File: config.mk
export PLATFORM = sky130hd
export DESIGN_NAME = can_frame_tx
export DESIGN_NICKNAME = d
export VERILOG_FILES = /design/src/rtl/can_frame_tx.sv
export SDC_FILE = /design/constraint.sdc
export NUM_CORES = 1
export LEC_CHECK = 0
export ABC_AREA = 1
export BUFFER_PORTS_ARGS = -buffer_cell sky130_fd_sc_hd__clkbuf_2
export CORE_MARGIN = 3
export CORE_UTILIZATION = 35
export DETAILED_ROUTE_END_ITERATION = 7
export SETUP_SLACK_MARGIN = 0.2
export SLEW_MARGIN = 40
export SYNTH_ARGS = -nofsm -noshare
export SYNTH_HDL_FRONTEND = slang
export SYNTH_SLANG_ARGS = --single-unit
File: constraint.sdc
create_clock -name SP -period 3.6 [get_ports SP]
set_input_delay 0.36 -clock SP [delete_from_list [all_inputs] [get_ports SP]]
set_output_delay 0.36 -clock SP [all_outputs]
set_load 0.02 [all_outputs]
File: src/rtl/can_frame_tx.sv
// can_frame_tx: CAN 2.0A data-frame transmitter with bit stuffing, CRC-15 and ACK check.
// Define CAN_TX_ARB_EN to enable arbitration-loss detection during ID and RTR.
module can_frame_tx #(
    parameter int IFS_BITS = 3
) (
    input  logic        SP,
    input  logic        reset,
    input  logic        start,
    input  logic [10:0] ID,
    input  logic [3:0]  DLC,
    input  logic [63:0] DATA,
    input  logic        RX,
    output logic        TX,
    output logic        busy,
    output logic        done,
    output logic        arb_lost,
    output logic        ack_error
);
    typedef enum logic [3:0] {
        S_IDLE, S_SOF, S_ID, S_RTR, S_IDE, S_R0, S_DLC, S_DATA,
        S_CRC, S_CRC_D, S_ACK, S_ACK_D, S_EOF, S_IFS
    } state_t;
    localparam logic [7:0] IFS_LAST = 8'(IFS_BITS - 1);
    state_t      state_q, state_d, adv_st;
    logic [7:0]  cnt_q, cnt_d, adv_cnt, fld_last, data_last;
    logic [81:0] sh_q, sh_d;
    logic [14:0] crc_q, crc_d;
    logic [3:0]  dlc_q, dlc_d, n_bytes;
    logic [2:0]  run_q, run_d;
    logic        tx_q, tx_d, busy_q, busy_d, done_q, done_d, arb_q, arb_d;
    logic        ack_err_q, ack_err_d, ack_seen_q, ack_seen_d;
    logic        fld_end, nb, arb_hit, in_stuff;

    function automatic logic [14:0] crc_step(input logic [14:0] c, input logic b);
        return {c[13:0], 1'b0} ^ ((b ^ c[14]) ? 15'h4599 : 15'h0000);
    endfunction

`ifdef CAN_TX_ARB_EN
    assign arb_hit = (state_q == S_ID || state_q == S_RTR) && tx_q && !RX;
`else
    assign arb_hit = 1'b0;
`endif

    // state_q/cnt_q name the last regular bit sent; a stuff bit on TX leaves them untouched
    always_comb begin
        n_bytes   = dlc_q[3] ? 4'd8 : dlc_q;
        data_last = {1'b0, n_bytes, 3'b000} - 8'd1;
        fld_last  = state_q == S_ID   ? 8'd10 :
                    state_q == S_DLC  ? 8'd3 :
                    state_q == S_DATA ? data_last :
                    state_q == S_CRC  ? 8'd14 :
                    state_q == S_EOF  ? 8'd6 :
                    state_q == S_IFS  ? IFS_LAST : 8'd0;
        fld_end   = cnt_q == fld_last;
        adv_st    = !fld_end ? state_q :
                    state_q == S_IFS ? S_IDLE :
                    (state_q == S_DLC && n_bytes == 4'd0) ? S_CRC : state_t'(state_q + 4'd1);
        adv_cnt   = fld_end ? 8'd0 : cnt_q + 8'd1;
        nb        = (adv_st >= S_ID && adv_st <= S_DATA) ? sh_q[81] :
                    adv_st == S_CRC ? crc_q[14] : 1'b1;
        in_stuff  = state_q >= S_SOF && state_q <= S_CRC;
    end

    always_comb begin
        state_d    = state_q;
        cnt_d      = cnt_q;
        tx_d       = tx_q;
        run_d      = run_q;
        crc_d      = crc_q;
        sh_d       = sh_q;
        dlc_d      = dlc_q;
        ack_seen_d = ack_seen_q;
        done_d     = 1'b0;
        arb_d      = 1'b0;
        ack_err_d  = 1'b0;
        if (state_q == S_IDLE) begin
            tx_d = 1'b1;
            if (start) begin
                state_d    = S_SOF;
                cnt_d      = 8'd0;
                tx_d       = 1'b0;
                run_d      = 3'd1;
                crc_d      = 15'd0;
                sh_d       = {ID, 3'b000, DLC, DATA};
                dlc_d      = DLC;
                ack_seen_d = 1'b0;
            end
        end else if (arb_hit) begin
            state_d = S_IDLE;
            tx_d    = 1'b1;
            arb_d   = 1'b1;
        end else if (in_stuff && run_q == 3'd5) begin
            tx_d  = ~tx_q;
            run_d = 3'd1;
        end else begin
            state_d    = adv_st;
            cnt_d      = adv_cnt;
            tx_d       = nb;
            run_d      = (nb == tx_q) ? run_q + 3'd1 : 3'd1;
            sh_d       = (adv_st >= S_ID && adv_st <= S_DATA) ? sh_q << 1 : sh_q;
            crc_d      = (adv_st >= S_ID && adv_st <= S_DATA) ? crc_step(crc_q, nb) :
                         adv_st == S_CRC ? crc_q << 1 : crc_q;
            ack_err_d  = state_q == S_ACK && RX;
            ack_seen_d = ack_seen_q | ack_err_d;
            done_d     = state_q == S_EOF && fld_end && !ack_seen_q;
        end
        busy_d = state_d != S_IDLE;
    end

    always_ff @(posedge SP) begin
        if (reset) begin
            state_q    <= S_IDLE;
            cnt_q      <= 8'd0;
            tx_q       <= 1'b1;
            run_q      <= 3'd0;
            crc_q      <= 15'd0;
            sh_q       <= '0;
            dlc_q      <= 4'd0;
            ack_seen_q <= 1'b0;
            busy_q     <= 1'b0;
            done_q     <= 1'b0;
            arb_q      <= 1'b0;
            ack_err_q  <= 1'b0;
        end else begin
            state_q    <= state_d;
            cnt_q      <= cnt_d;
            tx_q       <= tx_d;
            run_q      <= run_d;
            crc_q      <= crc_d;
            sh_q       <= sh_d;
            dlc_q      <= dlc_d;
            ack_seen_q <= ack_seen_d;
            busy_q     <= busy_d;
            done_q     <= done_d;
            arb_q      <= arb_d;
            ack_err_q  <= ack_err_d;
        end
    end

    assign TX        = tx_q;
    assign busy      = busy_q;
    assign done      = done_q;
    assign arb_lost  = arb_q;
    assign ack_error = ack_err_q;
endmodule
* Yosys cells after proc, flatten, opt, wreduce, memory -nomap -nowiden *
Index checks and enable logic that the tools add are counted.

storage, ports and cells
  bits in registers = 121
  output and inout port bits = 5
  logic and storage cells = 93

cells by class
  add/sub/neg operators = 4
  order comparisons = 4
  equal/unequal tests = 13
  mux-type cells = 39
  bitwise operators = 4
  reductions and logical operators = 18

operators by type and width
  cell                   number
  $mux W82               4
  $mux W15               6
  $mux W8                7
  $mux W4                8
  $eq A4 B4 Y1 const B   5
  $mux W3                5
  $xor A15 B15 Y15       1
  $add A8 B1 Y8 const B  1
  $eq A4 B3 Y1 const B   2
  $eq A8 B8 Y1           1
  $logic_not A4 Y1       2
  $mux W1                8
  $sub A7 B1 Y8 const B  1
  $logic_and A1 B1 Y1    7
  $reduce_and A3 Y1      2
  $add A4 B1 Y4 const B  1
  $eq A4 B2 Y1 const B   1
  $ge A4 B1 Y1 const B   1
  $ge A4 B2 Y1 const B   1
  $le A4 B3 Y1 const B   1
  $le A4 B4 Y1 const B   1
  $ne A2 B2 Y1 const B   2
  $reduce_and A2 Y1      2
  $reduce_bool A4 Y1     1
  11 further kinds       11

* Depth between registers and ports, before layout *
  word-level depth = 18
  mapped depth = 25

* Worst setup path after synthesis *
No wires, ideal clock.

  kind = reg-to-reg
  from = register state_q[0]
  to = register sh_q[29]
  arrival = 2.415 ns
  data required time = 3.475 ns
  setup slack = 1.060 ns
  stages on the path, launching flop included = 22
  cells stage by stage = dfxtp_1 -> inv_1 -> ha_1 -> nand3_2 -> buf_6 -> nand2_1 -> nand2_1 -> nand3_1 -> nor2_2 -> nand3_2 -> nor2_4 -> nand2_2 -> nand2_2 -> inv_2 -> nand2_2 -> nand2_2 -> nand2_2 -> nand2_4 -> inv_4 -> buf_2 -> buf_2 -> a31oi_1

between the ends
  word-level cells in the longest chain between the ends = 13

ends and longest elaborated chain
  item                                                 line    text
  start: declaration                                   24      state_t state_q, state_d, adv_st;
  start signal: assignment                             125     state_q <= state_d;
  $eq A4 B4 Y1                                         53, 56
  $mux W2                                              53      state_q == S_IFS ? IFS_LAST : 8'd0;
  $mux W3                                              52      state_q == S_EOF ? 8'd6 :
  $mux W4                                              51      state_q == S_CRC ? 8'd14 :
  $mux W8                                              50      state_q == S_DATA ? data_last :
  $mux W8                                              49      state_q == S_DLC ? 8'd3 :
  $mux W8                                              48      fld_last = state_q == S_ID ? 8'd10 :
  $eq A8 B8 Y1                                         54      fld_end = cnt_q == fld_last;
  $mux W4                                              55      adv_st = !fld_end ? state_q :
  $ge A4 B2 Y1 / $le A4 B3 Y1 (equally long branches)  100     sh_d = (adv_st >= S_ID && adv_st <= S_DATA) ? sh_q << 1 : sh_q;
  $logic_and A1 B1 Y1                                  100
  $reduce_bool A2 Y1 (no line)                         n/a
  $reduce_and A3 Y1 (no line)                          n/a
  end signal: assignment                               117     sh_q <= '0;
  end signal: assignment                               130     sh_q <= sh_d;
  end: declaration                                     26      logic [81:0] sh_q, sh_d;

Parallel ways exist; a longest one is shown, timed or not.
A chain may end at the register's enable or synchronous reset.

* Final worst setup path *
  from = register state_q[0]
  to = register crc_q[10]

between the ends
  word-level cells in the longest chain between the ends = 18

ends and longest elaborated chain
  item                                                   line         text
  $eq A4 B4 Y1                                           53, 56
  $mux W2                                                53
  $mux W3                                                52
  $mux W4                                                51
  $mux W8                                                50
  $mux W8                                                49
  $mux W8                                                48
  $eq A8 B8 Y1                                           54
  [2 not listed]                                         n/a
  $logic_and A1 B1 Y1 / $mux W1 (equally long branches)  59, 101, 60
  $mux W1                                                59           nb = (adv_st >= S_ID && adv_st <= S_DATA) ? sh_q[81] :
  $xor A1 B1 Y1                                          35           return {c[13:0], 1'b0} ^ ((b ^ c[14]) ? 15'h4599 : 15'h0000);
  $mux W15                                               35
  $xor A15 B15 Y15                                       35
  $mux W15                                               101          crc_d = (adv_st >= S_ID && adv_st <= S_DATA) ? crc_step(crc_q, nb) :
  $mux W15                                               92           end else if (in_stuff && run_q == 3'd5) begin
  $mux W15                                               76           if (state_q == S_IDLE) begin
  end signal: assignment                                 129          crc_q <= crc_d;
  end: declaration                                       27           logic [14:0] crc_q, crc_d;

Parallel ways exist; a longest one is shown, timed or not. The select of a mux whose other input is x is not followed.

==> impl_metrics.tcl <==
set metrics [dict create \
    clk_pin_slew_ps 50 \
    nets 946 \
    ant_nets 0 \
    ff_latch_area_mm2 0.00242 \
    postCtsHoldBufs 0 \
    ios 88 \
    synth_ff_type "dfxtp_1" \
    slew_viol_final 0 \
    clock.fmax_mhz 336 \
    cts_root_buf "clkbuf_16" \
    dr.pass1.iters 4 \
    yosys_warnings 0 \
    tritoncts "done" \
    required_ps 3940 \
    fillers 1673 \
    place_area_mm2 0.00624 \
    layout_worst_path_cycle_share_pct 82.7 \
    multi_input_area_mm2 0.00281 \
    place_congestion 0.839 \
    drt_iter0_markers 377 \
    insertion_delay_ps 410 \
    drc 0 \
    core_mm2 0.0155 \
    grt_max_degree 68 \
    synth.net_count 882 \
    setup_viol 0 \
    drive_above_1_share_pct 17.8 \
    worst-path-max-fanout 12 \
    synthArstFlopShare_pct 0 \
    routed_via_density 5.02 \
    wl_per_cell_um 12.7 \
    synth.avg_cell_area_um2 7.17 \
    syn-instance-count 791 \
    cts_sinks 121 \
    design_area_mm2 0.00688 \
    final.setup_skew_ps 12.5 \
    die_h_um 133 \
    worstSetupEndpointType "register" \
    port_buffers 86 \
    final_hold_viol_count 0 \
    gr-total-overflow 0 \
    yosys_register_bits 121 \
    grt_first_pass_wirelength_um 23300 \
    num_rows 45 \
    dp_hpwl_um 9270 \
    cp-start-kind "register" \
    numCtsBuffers 17 \
    track_usage_pct 15.6 \
    worst_pin_slew_ps 655 \
    synth_cell_type_count 37 \
    fin_setup_tns_ps 0 \
    antenna_found_initial 0 \
    rsz0062_at_grt "no" \
    vias 5410 \
    synth_edf_count 0 \
    diodes 0 \
    synthToLayoutAreaGrowth_pct 21.3 \
    grt_pass1_vias 4944 \
    status "completed" \
    die_area_mm2 0.0178 \
    fin_crit_ps 2980 \
    die_x_um 133 \
    drv_cap 0 \
    ys_seq_area_share_pct 42.7 \
    cts_max_level 4 \
    worstHoldPathType "input port to register" \
    rrSetupSlack_ps 620 \
    slew_headroom_pct 56.3 \
    wl_um 13700 \
    syn_area_mm2 0.00567 \
    arrival_ps 3320 \
    cts_buffer_depth 2 \
    start_util_pct 36.5 \
    crit_type "register to register" \
]
[path summary, 6_finish.rpt]
check | startpoint | to | depth (start not counted)
worst max-delay path | state_q[0]$_SDFF_PP0_ | crc_q[10]$_SDFFE_PP0P_ | 17
worst min register to register | crc_q[11]$_SDFFE_PP0P_ | crc_q[12]$_SDFFE_PP0P_ | 2
worst min-delay path | DATA[6] | sh_q[6]$_SDFFE_PP0P_ | 3
worst max register to register | state_q[0]$_SDFF_PP0_ | crc_q[10]$_SDFFE_PP0P_ | 17
[layout make-up]
cell class	instances	share of cell area (%)
tap	211	3.84
inverter	48	2.69
clock inverter	7	2.02
sequential	121	35.2
timing repair buffer	97	8.18
multi-input combinational	570	40.9
clock buffer	24	7.15
[cell families after synthesis]
family                     count (synthesis)  share of synthesized area, %
buffers and inverters                    100                          7.95
other                                      1                        0.0661
AOI/OAI and AO/OA                        218                          22.0
and+or+nand+nor                          338                          24.7
adders and majority gates                  8                          1.77
xor gates and xnor gates                   5                         0.772
DFF                                      121                          42.7
[cell usage after synthesis (3+ instances only)]
cell type  instances  share of area [%]
nand2_1          237                 16
dfxtp_1          121                 43
a31oi_1           81                8.9
o21ai_0           60                5.3
nand3_1           44                3.9
inv_1             42                2.8
o21ai_1           33                2.9
nor2_1            32                2.1
clkbuf_1          29                1.9
a21oi_1           25                2.2
buf_2             13                1.1
nand2_2           10                1.1
ha_1               8                1.8
a211oi_1           7               0.93
buf_6              6                1.2
nor3_1             6               0.53
inv_2              5               0.33
xor2_1             5               0.77
o22ai_1            4               0.44
buf_4              3               0.40
nand3_2            3               0.53
[placed cells by master (no fill, tap or decap), types with 2 or more instances in the layout]
cell and count:
nand2_1 236, dfxtp_1 121, clkbuf_2 86, a31oi_1 81
o21ai_0 60, nand3_1 44, inv_1 41, o21ai_1 33
nor2_1 31, a21oi_1 25, clkbuf_16 17, nand2_2 10
ha_1 8, a211oi_1 7, buf_4 7, inv_2 6
nor3_1 6, xor2_1 5, o22ai_1 4, bufinv_16 4
clkbuf_8 4, buf_12 4, clkbuf_1 3, nand3_2 2
nor2_2 2, nand4_1 2, nand2_4 2, clkinv_2 2
[repair_timing]
action                     in CTS  in global routing
setup buffers                   0                  0
resized for setup               0                  3
setup endpoints to repair       0                 19
[per-stage QoR]
stage          utilization [%]  hold WS, ps  instances  setup WS [ps]
3_5_place_dp              40.1          451       1047            568
6_report                  44.3          189       1078            621
2_1_floorplan                -          439        791           1060
5_1_grt                   44.3          195       1078            241
3_3_place_gp              40.1          449       1047            642
4_1_cts                   44.2          175       1078            557
[worst max-delay path: stages (launching register included)]
cell     delay [ps]
dfxtp_1         420
inv_1           110
ha_1            300
nand3_4         190
nand2_1          70
nand2_1          60
nand3_1          90
nor2_2          100
nand3_2         140
nor2_4          250
nand2_1         110
nand2_1         130
nand2_2         110
a21oi_2         340
nand2_2         170
nand2_1          90
nand3_1          70
a21oi_1         140
[sequential cells by signal (all words and copies together), names as in the netlist]
register,flops
sh_q,82
crc_q,15
cnt_q,8
dlc_q,4
state_q,4
run_q,3
TX,1
ack_error,1
ack_seen_q,1
busy,1
done,1
[routing by layer]
| metal | vias up | global-route usage, % | part of all wire [%] |
|---|---|---|---|
| li1 | 2820 | - | - |
| met3 | 12 | 4.31 | 5.2 |
| met2 | 133 | 23.8 | 43 |
| met1 | 2445 | 21.9 | 50 |
| met4 | 0 | 4.23 | 0.86 |
| met5 | - | 0 | 0 |
Power is left out: the tool's default activity adds up to more than one toggle a clock period on the data nets, which glitch-free logic cannot reach.
